$ cat src/rtl/ws2812_rx_pkg.sv
// ws2812_rx_pkg: shared WS2812 timing constants at 12 MHz, receiver states and the GRB->RGB reorder.
// Both the transmitter and the receiver import these constants, so they agree on pulse widths.
package ws2812_rx_pkg;
   localparam int T0H         = 4;
   localparam int T1H         = 8;
   localparam int T0L         = 8;
   localparam int T1L         = 4;
   localparam int T_RESET_CYC = 600;
   typedef enum logic [2:0] {SYNC_WAIT, IDLE, HIGH, LOW, ERROR} state_e;
   // The wire carries G,R,B MSB first; pixels are presented as {R,G,B}.
   function automatic logic [23:0] grb_to_rgb(input logic [23:0] grb);
      return {grb[15:8], grb[23:16], grb[7:0]};
   endfunction
endpackage

$ cat src/rtl/ws2812_rx_if.sv
// ws2812_rx_if: serial line input and decoded pixel/frame outputs of the WS2812 receiver.
interface ws2812_rx_if;
   logic        din;
   logic [23:0] rgb_data;
   logic [7:0]  led_num;
   logic        pixel_valid;
   logic        frame_done;
   logic [7:0]  led_count;
   logic        overflow;
   logic        bit_error;
   modport master (output din, input rgb_data, led_num, pixel_valid, frame_done, led_count, overflow, bit_error);
   modport slave  (input din, output rgb_data, led_num, pixel_valid, frame_done, led_count, overflow, bit_error);
endinterface

$ cat src/rtl/ws2812_sync_edge.sv
// ws2812_sync_edge: 2-flop synchronizer for an asynchronous line plus registered rise/fall strobes.
module ws2812_sync_edge (
   input  logic clk,
   input  logic reset,
   input  logic d_i,
   output logic level_o,
   output logic rise_o,
   output logic fall_o
);
   logic s1_q, s2_q, d_q;
   always_ff @(posedge clk or posedge reset) begin
      if (reset) begin
         s1_q <= 1'b0;
         s2_q <= 1'b0;
         d_q  <= 1'b0;
      end else begin
         s1_q <= d_i;
         s2_q <= s1_q;
         d_q  <= s2_q;
      end
   end
   assign level_o = s2_q;
   assign rise_o  = s2_q & ~d_q;
   assign fall_o  = ~s2_q & d_q;
endmodule

$ cat src/rtl/ws2812_rx.sv
// ws2812_rx: WS2812 single-wire decoder; classifies high pulses into bits, assembles 24-bit pixels
// and detects the latch gap that ends a frame.
module ws2812_rx
   import ws2812_rx_pkg::*;
#(
   parameter int NUM_LEDS     = 16,
   parameter int T_BIT_THRESH = 6,
   parameter int T_HIGH_MIN   = 2,
   parameter int T_HIGH_MAX   = 14,
   parameter int T_RESET      = T_RESET_CYC
) (
   input logic         clk,
   input logic         reset,
   ws2812_rx_if.slave  bus
);
   localparam int LW = $clog2(T_RESET + 1);
   if (T_BIT_THRESH > T_HIGH_MAX || T_BIT_THRESH <= T_HIGH_MIN) begin : g_bad_timing
      $error("ws2812_rx: need T_HIGH_MIN < T_BIT_THRESH <= T_HIGH_MAX");
   end
   logic din_s, rise, fall;
   ws2812_sync_edge u_sync (
      .clk    (clk),
      .reset  (reset),
      .d_i    (bus.din),
      .level_o(din_s),
      .rise_o (rise),
      .fall_o (fall)
   );
   state_e          state_q, state_d;
   logic [4:0]      hcnt_q, hcnt_d;
   logic [LW-1:0]   lcnt_q, lcnt_d, lcnt_inc;
   logic [4:0]      bit_cnt_q, bit_cnt_d;
   logic [7:0]      pix_idx_q, pix_idx_d;
   logic [23:0]     sh_q, sh_d, sh_in;
   logic [23:0]     rgb_q, rgb_d;
   logic [7:0]      led_num_q, led_num_d;
   logic [7:0]      led_count_q, led_count_d;
   logic            pv_q, pv_d, fd_q, fd_d, ov_q, ov_d, be_q, be_d;
   always_ff @(posedge clk or posedge reset) begin
      if (reset) begin
         state_q     <= SYNC_WAIT;
         hcnt_q      <= '0;
         lcnt_q      <= '0;
         bit_cnt_q   <= '0;
         pix_idx_q   <= '0;
         sh_q        <= '0;
         rgb_q       <= '0;
         led_num_q   <= '0;
         led_count_q <= '0;
         pv_q        <= 1'b0;
         fd_q        <= 1'b0;
         ov_q        <= 1'b0;
         be_q        <= 1'b0;
      end else begin
         state_q     <= state_d;
         hcnt_q      <= hcnt_d;
         lcnt_q      <= lcnt_d;
         bit_cnt_q   <= bit_cnt_d;
         pix_idx_q   <= pix_idx_d;
         sh_q        <= sh_d;
         rgb_q       <= rgb_d;
         led_num_q   <= led_num_d;
         led_count_q <= led_count_d;
         pv_q        <= pv_d;
         fd_q        <= fd_d;
         ov_q        <= ov_d;
         be_q        <= be_d;
      end
   end
   // hcnt counts synchronized high cycles; at the falling strobe it equals the pulse width.
   always_comb begin
      state_d     = state_q;
      hcnt_d      = hcnt_q;
      lcnt_d      = lcnt_q;
      bit_cnt_d   = bit_cnt_q;
      pix_idx_d   = pix_idx_q;
      sh_d        = sh_q;
      rgb_d       = rgb_q;
      led_num_d   = led_num_q;
      led_count_d = led_count_q;
      pv_d        = 1'b0;
      fd_d        = 1'b0;
      ov_d        = 1'b0;
      be_d        = 1'b0;
      lcnt_inc    = (lcnt_q == LW'(T_RESET)) ? lcnt_q : lcnt_q + 1'b1;
      sh_in       = {sh_q[22:0], hcnt_q >= 5'(T_BIT_THRESH)};
      case (state_q)
         SYNC_WAIT, ERROR: begin
            lcnt_d = din_s ? '0 : lcnt_inc;
            if (!din_s && lcnt_inc == LW'(T_RESET)) begin
               state_d = IDLE;
               lcnt_d  = '0;
            end
         end
         IDLE: begin
            if (rise) begin
               state_d   = HIGH;
               hcnt_d    = 5'd1;
               bit_cnt_d = '0;
               pix_idx_d = '0;
            end
         end
         HIGH: begin
            if (hcnt_q > 5'(T_HIGH_MAX)) begin
               be_d    = 1'b1;
               state_d = ERROR;
               lcnt_d  = '0;
            end else if (fall) begin
               state_d = LOW;
               lcnt_d  = LW'(1);
               if (hcnt_q < 5'(T_HIGH_MIN)) begin
                  be_d = 1'b1;
               end else begin
                  sh_d      = sh_in;
                  bit_cnt_d = bit_cnt_q + 5'd1;
                  if (bit_cnt_q == 5'd23) begin
                     bit_cnt_d = '0;
                     rgb_d     = grb_to_rgb(sh_in);
                     led_num_d = pix_idx_q;
                     pv_d      = 1'b1;
                     ov_d      = pix_idx_q >= 8'(NUM_LEDS);
                     pix_idx_d = (pix_idx_q == 8'd255) ? pix_idx_q : pix_idx_q + 8'd1;
                  end
               end
            end else begin
               hcnt_d = (hcnt_q == 5'd31) ? hcnt_q : hcnt_q + 5'd1;
            end
         end
         LOW: begin
            if (rise) begin
               state_d = HIGH;
               hcnt_d  = 5'd1;
            end else if (lcnt_inc == LW'(T_RESET)) begin
               fd_d        = 1'b1;
               led_count_d = pix_idx_q;
               be_d        = bit_cnt_q != 5'd0;
               bit_cnt_d   = '0;
               lcnt_d      = '0;
               state_d     = IDLE;
            end else begin
               lcnt_d = lcnt_inc;
            end
         end
         default: state_d = SYNC_WAIT;
      endcase
   end
   assign bus.rgb_data    = rgb_q;
   assign bus.led_num     = led_num_q;
   assign bus.pixel_valid = pv_q;
   assign bus.frame_done  = fd_q;
   assign bus.led_count   = led_count_q;
   assign bus.overflow    = ov_q;
   assign bus.bit_error   = be_q;
endmodule
$ cat src/flat_wrapper.sv
// flat-port wrapper written by rule: the top's interface ports become plain ports
module ws2812_rx_flat import ws2812_rx_pkg::*;
#(
   parameter int NUM_LEDS     = 16,
   parameter int T_BIT_THRESH = 6,
   parameter int T_HIGH_MIN   = 2,
   parameter int T_HIGH_MAX   = 14,
   parameter int T_RESET      = T_RESET_CYC
)
  (clk, reset, bus_din, bus_rgb_data, bus_led_num, bus_pixel_valid, bus_frame_done, bus_led_count, bus_overflow, bus_bit_error);
  ws2812_rx_if bus_i ();
  input logic clk;
  input logic reset;
  input wire logic [$bits(bus_i.din)-1:0] bus_din;
  output wire logic [$bits(bus_i.rgb_data)-1:0] bus_rgb_data;
  output wire logic [$bits(bus_i.led_num)-1:0] bus_led_num;
  output wire logic [$bits(bus_i.pixel_valid)-1:0] bus_pixel_valid;
  output wire logic [$bits(bus_i.frame_done)-1:0] bus_frame_done;
  output wire logic [$bits(bus_i.led_count)-1:0] bus_led_count;
  output wire logic [$bits(bus_i.overflow)-1:0] bus_overflow;
  output wire logic [$bits(bus_i.bit_error)-1:0] bus_bit_error;
  assign bus_i.din = bus_din;
  assign bus_rgb_data = bus_i.rgb_data;
  assign bus_led_num = bus_i.led_num;
  assign bus_pixel_valid = bus_i.pixel_valid;
  assign bus_frame_done = bus_i.frame_done;
  assign bus_led_count = bus_i.led_count;
  assign bus_overflow = bus_i.overflow;
  assign bus_bit_error = bus_i.bit_error;
  ws2812_rx #(.NUM_LEDS(NUM_LEDS), .T_BIT_THRESH(T_BIT_THRESH), .T_HIGH_MIN(T_HIGH_MIN), .T_HIGH_MAX(T_HIGH_MAX), .T_RESET(T_RESET)) u_core (.clk(clk), .reset(reset), .bus(bus_i));
endmodule
$ cat config.mk
export PLATFORM = sky130hd
export DESIGN_NAME = ws2812_rx_flat
export DESIGN_NICKNAME = d
export VERILOG_FILES = /design/src/rtl/ws2812_rx_pkg.sv /design/src/rtl/ws2812_rx_if.sv /design/src/rtl/ws2812_sync_edge.sv /design/src/rtl/ws2812_rx.sv /design/src/flat_wrapper.sv
export SDC_FILE = /design/constraint.sdc
export NUM_CORES = 1
export LEC_CHECK = 0
export ABC_AREA = 1
export ABC_CLOCK_PERIOD_IN_PS = 4200
export BUFFER_PORTS_ARGS = -buffer_cell sky130_fd_sc_hd__buf_2
export CORE_MARGIN = 3
export CORE_UTILIZATION = 40
export CTS_CLUSTER_SIZE = 25
export DETAILED_ROUTE_END_ITERATION = 10
export HOLD_SLACK_MARGIN = 0.03
export MAX_ROUTING_LAYER = met4
export PLACE_DENSITY = 0.68
export SLEW_MARGIN = 20
export SYNTH_ARGS = -nofsm -noshare
export SYNTH_HDL_FRONTEND = slang
export SYNTH_SLANG_ARGS = --single-unit
$ cat constraint.sdc
create_clock -name clk -period 4.2 [get_ports clk]
set_input_delay 1.05 -clock clk [delete_from_list [all_inputs] [get_ports clk]]
set_output_delay 1.05 -clock clk [all_outputs]
set_load 0.01 [all_outputs]
==> results.sh <==
export IMPL_outcome="finished clean"
export IMPL_slew_viol_final=0
export IMPL_critPathSlowestCell="dfrtp_1"
export IMPL_hold_viol=0
export IMPL_r2r_slack_ns=1.61
export IMPL_cap_violations=0
export IMPL_place_gp_congestion=0.895
export IMPL_routed_top_layer="met4"
export IMPL_fin_crit_ns=2.59
export IMPL_crit_path_start_kind="register"
export IMPL_syn_avg_cell_area_sq_um=8.59
export IMPL_clock_skew_ns=0.00697
export IMPL_grt_max_degree=63
export IMPL_final_cell_mix="nand2_1, dfrtp_1, inv_1"
export IMPL_cp_data_required_time_ns=4.39
export IMPL_grt_overflow_total=0
export IMPL_cts_root_buf="clkbuf_16"
export IMPL_die_y_um=114
export IMPL_criticalPathCategory="register to register"
export IMPL_cts_sinks=101
export IMPL_clk_pin_slew_ns=0.07
export IMPL_first_pass_iters=5
export IMPL_cts_buffers=9
export IMPL_cp_end_kind="register"
export IMPL_setup_tns_ns=0
export IMPL_ys_warn_count=0
export IMPL_crit_path_max_incr_delay_ns=0.39
export IMPL_final_layout_size_suffix_gt1_share_pct=16.4
export IMPL_wl_um=9270
export IMPL_power_mw=1.83
export IMPL_synthCells=547
export IMPL_routedWlPerCell_um=12.6
export IMPL_leakagePower_nw=2.63
export IMPL_clockBufferDepth=2
export IMPL_syn_nets=559
export IMPL_area_growth_pct=14.1
export IMPL_drt_first_iter_violations=220
export IMPL_ctsResizeCount=0
export IMPL_final_common_cell="nand2_1"
export IMPL_fmax_mhz=385
export IMPL_yosys_most_used_dff="dfrtp_1"
export IMPL_grt_setup_unrepaired="false"
export IMPL_utilization_pct=48.0
export IMPL_min_path_type="register to register"
export IMPL_via_per_inst=4.97
export IMPL_peakVddDrop_uv=197
export IMPL_finalCritPeriodShare_pct=61.8
export IMPL_setup_viol=0
export IMPL_max_slew_margin_pct=44.8
export IMPL_die_x_um=114
export IMPL_netlist_area_sq_um=4700
export IMPL_h_tree_depth=3
export IMPL_grt_pass1_vias=3623
export IMPL_p_per_area_nw_per_um2=342
export IMPL_pin_count=47
export IMPL_cp_max_fo=62
export IMPL_grt_pass1_wl_um=16300
export IMPL_antenna_found_initial=0
export IMPL_cts_hold_buffers=0
export IMPL_die_area_sq_um=13100
export IMPL_dr_wl_met3_um=408
export IMPL_detail_route_antenna_nets=0
export IMPL_ys_seq_area_share_pct=53.8
export IMPL_cp_cell_sequence="inv_1 > ha_1 > nor2_1 > nor2_1 > nand2_1 > nor3_4 > buf_4 > inv_2 > nor2_4 > inv_2 > nand2_1 > o21ai_0"
export IMPL_rows=38
export IMPL_clock_latency_ns=0.34
export IMPL_synthArstFlopShare_pct=100
export IMPL_ys_ff_latch=101
export IMPL_num_antenna_cells=0
export IMPL_yosysUniqueCellTypes=36
export IMPL_met2WireLength_um=4340
export IMPL_core_region_area_sq_um=11200
export IMPL_synth_edf_count=0
export IMPL_tightest_slew_ns=0.827
export IMPL_track_usage_pct=15.6
export IMPL_layout_nets=605
export IMPL_cts_tree="built"
export IMPL_post_route_drc_count=0
export IMPL_critical_path_arrival_ns=2.78
export IMPL_dp_hpwl_um=6590
export IMPL_postCtsSetupRepairBufs=0
export IMPL_num_vias=3671
export IMPL_initial_core_util_pct=42.0
export IMPL_wl_met1_um=4470
export IMPL_port_buffers=46
-- routing by layer --
metal,up-vias,global-route usage (%)
met5,-,-
met4,0,4.20
met3,4,3.70
met2,72,24.4
met1,1741,20.4
li1,1854,-
-- through the flow --
stage / area [sq um] / instances / hold slack [ns] / setup slack (ns)
2_1_floorplan: 4700 / 547 / 0.331 / 0.503
3_3_place_gp: 5070 / 722 / 0.339 / 1.77
3_5_place_dp: 5070 / 722 / 0.345 / 1.61
4_1_cts: 5360 / 738 / 0.363 / 1.59
5_1_grt: 5360 / 738 / 0.369 / 1.27
6_report: 5360 / 738 / 0.355 / 1.61
-- path summary, 6_finish.rpt --
path                                         end  cells after the start               start
hold reg to reg            u_core.u_sync.level_o                      0  u_core.u_sync.s1_q
hold / removal             u_core.u_sync.level_o                      0  u_core.u_sync.s1_q
min in group asynchronous        u_core.sh_q[10]                      2               reset
setup / recovery           u_core.bus.led_num[0]                     12    u_core.hcnt_q[0]
setup reg to reg           u_core.bus.led_num[0]                     12    u_core.hcnt_q[0]
max in group asynchronous         u_core.sh_q[3]                      3               reset
-- kinds of logic after synthesis --
group,after synthesis,synth area share (%)
AOI/OAI and AO/OA,108,13.0
xor gates and xnor gates,6,1.12
adders and majority gates,9,2.40
and+or+nand+nor,229,21.9
DFF,101,53.8
buffers and inverters,94,7.83
-- flip-flops by register name, summed over array words and instances (netlist names) --
register	cells
u_core.bus.rgb_data	24
u_core.sh_q	23
u_core.lcnt_q	10
u_core.bus.led_count	8
u_core.bus.led_num	8
u_core.pix_idx_q	8
u_core.bit_cnt_q	5
u_core.hcnt_q	5
u_core.state_q	3
u_core.bus.bit_error	1
u_core.bus.frame_done	1
u_core.bus.overflow	1
u_core.bus.pixel_valid	1
u_core.u_sync.d_q	1
u_core.u_sync.level_o	1
u_core.u_sync.s1_q	1
-- cells in the mapped netlist (4+ instances only) --
master	number	area, sq um
a21oi_1	4	20.0
buf_2	6	30.0
clkbuf_1	8	30.0
dfrtp_1	101	2530
ha_1	9	113
inv_1	76	285
nand2_1	134	503
nand2_2	6	37.5
nand3_1	26	130
nand4_1	7	43.8
nor2_1	35	131
nor2_2	5	31.3
nor2_4	5	56.3
o21ai_0	73	365
o21ai_2	8	70.1
o22ai_1	9	56.3
xor2_1	6	52.6
-- where the power goes --
group          internal (mW)  switching (mW)
clock network          0.417           0.396
logic                0.00996          0.0319
registers              0.975         0.00403
-- worst max-delay path, delay by kind of cell, from the launching register on --
| family | cells | cell delay [ns] |
|---|---|---|
| AO/OA/AOI/OAI | 1 | 0.10 |
| adder cells (fa/ha/maj) | 1 | 0.16 |
| buffers and inverters | 4 | 0.90 |
| flip-flops | 1 | 0.39 |
| AND/OR/NAND/NOR | 6 | 0.88 |
-- layout make-up --
class                   instances  area [sq um]
clock buffers                   9           225
clock inverters                 7          66.3
fillers                      1023          5810
inverters                      79           299
multi-input cells             352          1810
flip-flops and latches        101          2530
well taps                     140           175
repair buffers                 50           260
Power figures use the tool's default switching activity.
